### src/rtl/frame_sync_buffer.sv
// frame_sync_buffer: tear-free double-buffered channel bank.
// The producer fills a shadow bank, then commits it. The commit handshake is
// skipped in free-run mode. At the first cycle of vertical blanking, the
// shadow set is copied into the active bank in one edge. The pixel generator
// only ever sees the active bank.
module frame_sync_buffer #(
    parameter int               NUM_CH    = 10,
    parameter int               WIDTH     = 10,
    parameter logic [WIDTH-1:0] RESET_VAL = '0,
    parameter int               CNT_W     = 8,
    localparam int              IDX_W     = $clog2(NUM_CH)
) (
    input  logic                    clk,
    input  logic                    rst,
    input  logic                    mode,
    input  logic                    wr_en,
    input  logic [IDX_W-1:0]        wr_idx,
    input  logic [WIDTH-1:0]        wr_data,
    output logic                    wr_ready,
    input  logic                    commit,
    input  logic                    vs_n,
    input  logic [IDX_W-1:0]        rd_idx,
    output logic [WIDTH-1:0]        rd_data,
    output logic [NUM_CH*WIDTH-1:0] active_flat,
    output logic                    pending,
    output logic                    swap_pulse,
    output logic [CNT_W-1:0]        frame_cnt,
    output logic [CNT_W-1:0]        overrun_cnt
);

    // NUM_CH widened by one bit so index range checks never truncate
    localparam logic [IDX_W:0] NUM_CH_L = (IDX_W+1)'(NUM_CH);

    logic [WIDTH-1:0] shadow [NUM_CH];
    logic [WIDTH-1:0] active [NUM_CH];
    logic             vs_n_d;
    logic             vblank_start;
    logic             do_copy;
    logic             wr_ok;
    logic             overrun;

    assign vblank_start = vs_n_d & ~vs_n;
    assign wr_ready     = mode | ~pending;
    assign wr_ok        = wr_en & wr_ready & ({1'b0, wr_idx} < NUM_CH_L);
    // Free-run copies every frame; commit mode only copies a committed set.
    assign do_copy      = vblank_start & (mode | pending);
    // A commit coincident with the copy refills pending and is not a loss.
    assign overrun      = ~mode & commit & pending & ~vblank_start;

    // Bank storage: the copy reads pre-edge shadow, so a same-edge write
    // lands in shadow only and shows up on the following frame.
    always_ff @(posedge clk) begin
        if (rst) begin
            for (int i = 0; i < NUM_CH; i++) begin
                shadow[i] <= RESET_VAL;
                active[i] <= RESET_VAL;
            end
        end else begin
            if (do_copy) begin
                for (int i = 0; i < NUM_CH; i++) begin
                    active[i] <= shadow[i];
                end
            end
            if (wr_ok) begin
                shadow[wr_idx] <= wr_data;
            end
        end
    end

    // Handshake state, sync edge detector and frame/overrun bookkeeping
    always_ff @(posedge clk) begin
        if (rst) begin
            vs_n_d      <= 1'b1;
            pending     <= 1'b0;
            swap_pulse  <= 1'b0;
            frame_cnt   <= '0;
            overrun_cnt <= '0;
        end else begin
            vs_n_d     <= vs_n;
            swap_pulse <= do_copy;

            if (mode) begin
                if (vblank_start) begin
                    pending <= 1'b0;
                end
            end else if (do_copy) begin
                pending <= commit;
            end else if (commit) begin
                pending <= 1'b1;
            end

            if (do_copy) begin
                frame_cnt <= frame_cnt + CNT_W'(1);
            end

            if (overrun && !(&overrun_cnt)) begin
                overrun_cnt <= overrun_cnt + CNT_W'(1);
            end
        end
    end

    // Per-channel read port; out-of-range indices read as zero
    always_comb begin
        rd_data = '0;
        if ({1'b0, rd_idx} < NUM_CH_L) begin
            rd_data = active[rd_idx];
        end
    end

    for (genvar g = 0; g < NUM_CH; g++) begin : g_flat
        assign active_flat[g*WIDTH +: WIDTH] = active[g];
    end

endmodule

### config.mk
export PLATFORM = sky130hd
export DESIGN_NAME = frame_sync_buffer
export DESIGN_NICKNAME = d
export VERILOG_FILES = /design/src/rtl/frame_sync_buffer.sv
export SDC_FILE = /design/constraint.sdc
export NUM_CORES = 1
export LEC_CHECK = 0
export CAP_MARGIN = 5
export CORE_MARGIN = 4
export CORE_UTILIZATION = 57
export CTS_CLUSTER_DIAMETER = 100
export CTS_CLUSTER_SIZE = 40
export DETAILED_ROUTE_END_ITERATION = 8
export GPL_ROUTABILITY_DRIVEN = 0
export HOLD_SLACK_MARGIN = 0.08
export PLACE_DENSITY = 0.84
export SYNTH_ARGS = -nofsm -noshare
export SYNTH_HDL_FRONTEND = slang
export SYNTH_SLANG_ARGS = --single-unit
### constraint.sdc
create_clock -name clk -period 5.8 [get_ports clk]
set_clock_uncertainty 0.15 [all_clocks]
set_input_delay 1.16 -clock clk [delete_from_list [all_inputs] [get_ports clk]]
set_output_delay 1.16 -clock clk [all_outputs]
set_load 0.02 [all_outputs]
== Yosys cells after proc, flatten, opt, wreduce, memory -nomap -nowiden ==
Memories as Yosys holds them, arrays and structs flattened.
Cells that the tools add are included.

* Add/subtract/negate cells: 2
* Order comparisons: 2
* Eq/ne operators: 1
* Mux-type cells: 26
* Bitwise operators: 23
* Reduce and logical (&&, ||, !) cells: 6

{| class="wikitable"
|+ Operators by type and width
! cell !! count
|-
| 10-bit 2-to-1 mux || 12
|-
| 8-bit by 1-bit adder with 8-bit output (second input constant) || 2
|-
| 1-bit 2-to-1 mux || 13
|-
| 1-bit OR || 12
|-
| 10-bit OR reduction || 1
|-
| 4-bit less-than comparator (second input constant) || 2
|-
| 8-bit AND reduction || 1
|-
| 1-bit AND || 7
|-
| 4-bit 2-to-1 mux || 1
|-
| 1-bit inverter || 4
|-
| 3-bit nonzero test || 1
|-
| 2-bit by 1-bit != test with 1-bit output (second input constant) || 1
|-
| 2-bit AND reduction || 1
|-
| 1-bit logical AND || 1
|-
| 1-bit logical NOT || 1
|}

* Bits in registers: 19
* Bits in writable memories: 200
* Bits of input ports: 24
* Word-level logic and storage cells: 67
* Memories: 2

{| class="wikitable"
|+ Memory list
! memory !! depth !! bits a word !! rd ports !! clocked after Yosys merged registers in !! write ports !! line !! RTL
|-
| active || 10 || 10 || 11 || 0 || 10 || 35 || <nowiki>logic [WIDTH-1:0] active [NUM_CH];</nowiki>
|-
| shadow || 10 || 10 || 10 || 0 || 10 || 34 || <nowiki>logic [WIDTH-1:0] shadow [NUM_CH];</nowiki>
|}

== Logic depth before layout (Yosys ltp) ==
Gate-level depths: netlist (run 1).

* Depth in word-level cells: 9
* Depth in mapped cells: 6
* Mapped depth without buffers: 5

== Worst setup path before layout (run 1) ==
Ideal clock, no wire load.

* Path type: input-to-output
* Start: in rd_idx[0]
* End: out rd_data[0]
* Arrival time: 2.379 ns
* Path slack: 2.111 ns
* Stages on the path: 4
* Cells stage by stage: buf_2 mux4_2 a22oi_1 o21ai_0

* Word-level cells in the longest chain between the ends: 2
* Elaborated cells on any way between the ends: 3
* Classes of those cells: order compare: 1; mux: 1; memory: 1

{| class="wikitable"
|+ RTL lines
! item !! line !! RTL
|-
| start, declared || 22 || <nowiki>input logic [IDX_W-1:0] rd_idx,</nowiki>
|-
| memory 10 x 10 bit / 4-bit less-than comparator (equally long branches) || n/a ||
|-
| 10-bit 2-to-1 mux (*) || 105 || <nowiki>if ({1'b0, rd_idx} < NUM_CH_L) begin</nowiki>
|-
| end, declared || 23 || <nowiki>output logic [WIDTH-1:0] rd_data,</nowiki>
|}

Every way passes the cells marked *; elsewhere a longest branch is shown, timed or not.

== Worst setup path after layout (run 1) ==
* Start: in rd_idx[2]
* End: out rd_data[0]

The elaborated chain is that of the path after synthesis.

==> results.txt, run 1 <==
Vert. Die Dim - 134 um
CP max FO - 21
drt total wl - 21.3 mm
largest incremental delay on the critical path - 1130 ps
final worst path period share - 0.864
hold endpoint - active[4][4]
Synth Register Bits - 219
Post-synth ARST share - 0
WHS - 367 ps
Top cell by count, worst path - clkdlybuf4s50_1
vias after detailed routing - 5590
CTS Hold Buffers Added - 0
Final Max Tran Viols - 0
CTS tree - yes
initial antenna violation count - 0
minimum clock period after layout - 5010 ps
Startpoint Class - input pin
WP data arrival - 3700 ps
worst-case clock buffer depth - 3
VDD IR-drop max - 0.202 mV
Die W - 134 um
synthesized area per cell - 14.3 sq um
Antenna Violating Nets Remaining - 0
final setup fails - 0
outcome - completed
HP Class - flip-flop to flip-flop
root buf cell - clkbuf_16
synthesized net count - 661
# DRC - 0
setup tns final - 0 ps
Slowest cell on crit path - clkdlybuf4s50_1
Ys Warns - 0
First-pass DRT Iterations - 5
top cell type's share of synthesized area - 0.659
ANT cells - 0
post-CTS sizing - 0
die area - 18100 sq um
hold_sp - shadow[4][4]
Clk Latency, worst-skew pair - 460 ps
number of port buffers - 152
share of layout cells above drive strength 1 - 0.0787
fmax - 200 MHz
Num CTS Buffers - 9
layout net count - 799
Crit path buffers/inverters - 2
Most used DFF post-synth - edfxtp_1
delay-heaviest family, CP - buffers and inverters
row count - 45
WL per Instance - 21.6 um
post-CTS setup buffers - 0
vias in the first global route - 5718
largest net degree at the start of global routing - 102
Power Density - 268 nW/um^2
worst-case reg-to-reg path depth - 4
top post-synthesis cells by area - edfxtp_1 66%, and2_1 8.4%, mux4_2 4.9%
synthesized cell area - 9110 sq um
CP Capture Type - output pin
HPWL after DPL - 15.8 mm
clock-pin slew on the worst setup and hold paths - 130 ps
Worst EP required - 4490 ps
FF-to-FF setup slack - 3050 ps
area delta synth->final - 21.8%
first-pass GRT wire length - 32.6 mm
1st-iter DRT viols - 624
GRT Util Overall - 0.238
core area - 15400 sq um
crit path kind - input pin to output pin
Post-synth EDFFs - 200
worst reg2reg endpoint - shadow[8][7]
leakage - 3.95 nW
Syn Inst Count - 635
Slew @ Worst Pin - 1010 ps
sequential-to-total area share from yosys stat - 0.701
Initial Utilization - 0.591
Hold Vio Cnt, Final - 0
number of max-cap violations - 0
hold path cells - 1
CP cell instances - clkdlybuf4s50_1 -> mux4_2 -> a22oi_1 -> o21ai_0 -> clkdlybuf4s50_1
Yosys top cell by area - edfxtp_1
Yosys cell types - 47
clock sinks - 219
grt total ovfl - 0
boundary pin count - 153
Slew Limit Headroom - 0.326
Via density - 5.67
H-tree depth - 1
start of the worst register-to-register path - pending
RSZ-0062 raised after global routing - false
## cells in the final DEF, fill, tap and decap left out, types with 12 or more instances in the layout
master / Yosys / final
mux4_2: 20 / 20
nor2_1: 66 / 66
and2_1: 123 / 123
nand3_1: 16 / 16
inv_1: 17 / 17
edfxtp_1: 200 / 200
nand2_1: 17 / 17
clkdlybuf4s50_1: 0 / 151
dfxtp_1: 19 / 19
o21ai_0: 12 / 12
## flip-flops by register name, indices dropped and copies added, names as in the netlist
name,cells
active,100
frame_cnt,8
overrun_cnt,8
pending,1
shadow,100
swap_pulse,1
vs_n_d,1
## synth_stat cells, types with 3 or more instances
library cell	number
or2_2	7
nor3_1	12
edfxtp_1	200
nor4_1	10
nand4_1	3
nor2b_1	5
buf_2	5
xnor2_1	5
a31oi_1	3
nand2_1	17
mux2i_1	11
mux4_2	20
dfxtp_1	19
a21oi_1	5
nor3_2	5
nor2_1	66
inv_1	17
nand2b_1	9
o21ai_0	12
nand3_1	16
a22oi_1	10
and2_1	123
clkbuf_1	24
a311oi_1	3
## worst max path at each step
stage,start,slack [ps],cells after the start,end
6_report,rd_idx[2],790,5,rd_data[0]
5_1_grt,rd_idx[2],650,5,rd_data[0]
4_1_cts,rd_idx[2],800,5,rd_data[0]
3_5_place_dp,rd_idx[2],810,5,rd_data[0]
3_3_place_gp,rd_idx[2],900,5,rd_data[0]
2_1_floorplan,rd_idx[0],2110,4,rd_data[0]
## cell type report
class / count / area [sq um]
multi-input cells: 366 / 2530
clock buffers: 11 / 233
clock inverters: 2 / 50.0
flip-flops and latches: 219 / 6390
fillers: 1001 / 4330
well taps: 211 / 264
inverters: 18 / 67.6
repair buffers: 159 / 1570
## power by group
group / leakage (nW) / switching, W / internal (W)
Clock: 0.137 / 0.000449 / 0.000344
Combinational: 1.56 / 0.000193 / 0.000148
Sequential: 2.26 / 0.0000483 / 0.00180
## per-stage QoR
step	total power [W]	area, sq um	cells	util	worst slack [ps]
floorplan	0.00204	9110	635	-	2110
global placement	0.00221	10800	973	0.701	903
detailed placement	0.00222	10800	973	0.701	810
CTS	0.00298	11100	986	0.719	797
global route	0.00306	11100	986	0.719	652
finish	0.00298	11100	986	0.719	791
## logic make-up (layout without fill, tap and decap cells)
| kind of cell | after synthesis | in the layout | share of synthesized area |
|---|---|---|---|
| adders and majority gates | 2 | 2 | 0.00275 |
| DFF | 219 | 219 | 0.701 |
| xor gates and xnor gates | 5 | 5 | 0.00481 |
| AOI/OAI and AO/OA | 40 | 40 | 0.0290 |
| and+or+nand+nor | 286 | 286 | 0.176 |
| muxes | 33 | 33 | 0.0640 |
| buffers and inverters | 50 | 190 | 0.0229 |
## metal layers
metal / routed length (um) / GRT usage / up-vias
li1: - / - / 2564
met1: 7680 / 0.282 / 2670
met2: 11100 / 0.429 / 288
met3: 1360 / 0.0330 / 68
met4: 1180 / 0.117 / 0
met5: 0 / 0 / -
(Power assumes the default switching activity.)
==> run 2: changes to the inputs <==
--- a/config.mk
+++ b/config.mk
@@ -13,7 +13,7 @@
 export DETAILED_ROUTE_END_ITERATION = 8
 export GPL_ROUTABILITY_DRIVEN = 0
 export HOLD_SLACK_MARGIN = 0.08
-export PLACE_DENSITY = 0.84
+export PLACE_DENSITY = 0.85
 export SYNTH_ARGS = -nofsm -noshare
 export SYNTH_HDL_FRONTEND = slang
 export SYNTH_SLANG_ARGS = --single-unit
==> run 2 against run 1 <==
Against the previous run:
- first-iteration DRC count fell by 19%
- hold slack improved by 14 ps
- cell count fell by 0.10%
- sequential share of layout area rose by 0.072 points
- global-route usage fell by 0.33 points
- clock-buffer cell count did not move
- wire length fell by 0.31%
- maximum frequency rose by 1.9%
- combinational power barely moved
- clock power fell by 6.3%
- setup slack improved by 91 ps
- sequential power barely moved
- highest routed layer unchanged
==> results.txt, run 2 (same netlist as run 1, synthesis figures left out) <==
Power Density - 264 nW/um^2 (-1.6%)
die area - 18100 sq um (unchanged)
# DRC - 0 (unchanged)
CTS tree - yes
post-CTS sizing - 0 (unchanged)
share of layout cells above drive strength 1 - 0.0762 (-0.00248)
commonest non-fill, non-tap cell in the layout - edfxtp_1
Initial Utilization - 0.591 (unchanged)
sequential cell area - 6390 sq um (unchanged)
row count - 45 (unchanged)
Slowest cell on crit path - clkdlybuf4s50_1
Slew Limit Headroom - 0.407 (+0.0815)
grt total ovfl - 0 (unchanged)
Hold Vio Cnt, Final - 0 (unchanged)
Via density - 5.70 (+0.62%)
Antenna Violating Nets Remaining - 0 (unchanged)
1st-iter DRT viols - 508 (-19%)
Num CTS Buffers - 9 (unchanged)
largest incremental delay on the critical path - 1050 ps (-80 ps)
initial antenna violation count - 0 (unchanged)
clock sinks - 219 (unchanged)
Placement Setup Slack - 877 ps (+66.9 ps)
clock-pin slew on the worst setup and hold paths - 120 ps (about the same)
layout net count - 799 (unchanged)
HPWL after DPL - 15.7 mm (-0.64%)
VDD IR-drop max - 0.198 mV (-1.7%)
First-pass DRT Iterations - 5 (unchanged)
leakage - 3.94 nW (-0.22%)
Worst EP required - 4490 ps (about the same)
WL per Instance - 21.5 um (-0.21%)
area delta synth->final - 21.7%
Vert. Die Dim - 134 um (unchanged)
Clk Latency, worst-skew pair - 470 ps (about the same)
placed inst area - 10800 sq um (about the same)
vias after detailed routing - 5619 (+0.52%)
post-CTS setup buffers - 0 (unchanged)
CP Capture Type - output pin
combinational power share - 0.117 (+0.002)
Final Max Tran Viols - 0 (unchanged)
Die W - 134 um (unchanged)
boundary pin count - 153 (unchanged)
worst-case clock buffer depth - 3 (unchanged)
Startpoint Class - input pin
number of port buffers - 152 (unchanged)
CP max FO - 19 (-9.5%)
final worst path period share - 0.848 (-0.0158)
CTS Hold Buffers Added - 0 (unchanged)
setup tns final - 0 ps (unchanged)
CP cell instances - clkdlybuf4s50_1 -> mux4_2 -> a22oi_1 -> o21ai_0 -> clkdlybuf4s50_1
crit path kind - input pin to output pin
Final Cell Area - 11100 sq um (-0.12%)
cell-internal power - 0.00224 W (-1.9%)
clock power share - 0.253 (-0.013)
vias in the first global route - 5680 (-0.66%)
H-tree depth - 1 (unchanged)
minimum clock period after layout - 4920 ps (-91.5 ps)
HP Class - flip-flop to flip-flop
biggest regs - active: 100 flops, shadow: 100 flops
root buf cell - clkbuf_16
WHS - 381 ps (+13.7 ps)
commonest cells after routing, fill and taps aside - 200 x edfxtp_1, 151 x clkdlybuf4s50_1, 123 x and2_1, 66 x nor2_1, 20 x mux4_2
ANT cells - 0 (unchanged)
drt total wl - 21.2 mm (-0.31%)
switching pwr - 0.000684 W (-0.95%)
outcome - completed
RSZ-0062 raised after global routing - false
multi-input logic area - 2520 sq um (-0.25%)
Util after Layout - 0.719 (-0.000892)
number of max-cap violations - 0 (unchanged)
first-pass GRT wire length - 32.3 mm (-1.1%)
Fill cells - 1014 (+1.3%)
final worst setup slack - 882 ps (+91.5 ps)
GRT Util Overall - 0.235 (-0.00333)
Top cell by count, worst path - clkdlybuf4s50_1
Slew @ Worst Pin - 886 ps (-122 ps)
core area - 15400 sq um (unchanged)
fmax - 203 MHz (+1.9%)
sw frac - 0.233 (+0.00177)
final setup fails - 0 (unchanged)
sequential share of power - 0.630 (+0.011)
largest net degree at the start of global routing - 102 (unchanged)
WP data arrival - 3610 ps (-90 ps)
[run 2: cell count changes in the layout (fill, tap and decap cells not counted), sizes merged]
cell	before	now
clkinv	1	2
bufinv	1	0
inv	18	17
[run 2: stage by stage]
stage / total power (W) / instances
2_1_floorplan: 0.00204 / 635
3_3_place_gp: 0.00221 / 973
3_5_place_dp: 0.00222 / 973
4_1_cts: 0.00294 / 985
5_1_grt: 0.00303 / 985
6_report: 0.00293 / 985
[run 2: area by class of cell]
type,instances,area share
flip-flops and latches,219,0.576
well taps,211,0.0238
clock inverters,1,0.00271
multi-input cells,366,0.228
clock buffers,11,0.0210
inverters,18,0.00609
repair buffers,159,0.143
[run 2: routing by layer]
layer | vias up | global-route usage | routed length, um
met5 | - | 0 | 0
li1 | 2560 | - | -
met2 | 301 | 0.418 | 11100
met3 | 43 | 0.0443 | 1750
met4 | 0 | 0.0922 | 860
met1 | 2715 | 0.285 | 7520
[run 2: worst paths after layout]
check,startpoint,endpoint,slack [ps],depth (start not counted)
setup reg to reg,pending,shadow[5][7],2890,5
setup / recovery,rd_idx[2],rd_data[2],880,5
hold / removal,overrun_cnt[1],overrun_cnt[1],380,2
hold reg to reg,overrun_cnt[1],overrun_cnt[1],380,2
[run 2: power groups by stage]
stage	Clock (W)	Sequential (W)	Combinational, W
3_3_place_gp	0	0.00188	0.000334
2_1_floorplan	0	0.00192	0.000125
5_1_grt	0.000814	0.00185	0.000362
4_1_cts	0.000746	0.00185	0.000344
6_report	0.000742	0.00185	0.000342
3_5_place_dp	0	0.00188	0.000343
[run 2: worst max-delay path: cells and delay by family]
kind / cells / cell delay [ps]
buffers and inverters: 2 / 1610
AO/OA/AOI/OAI: 2 / 410
multiplexers: 1 / 420
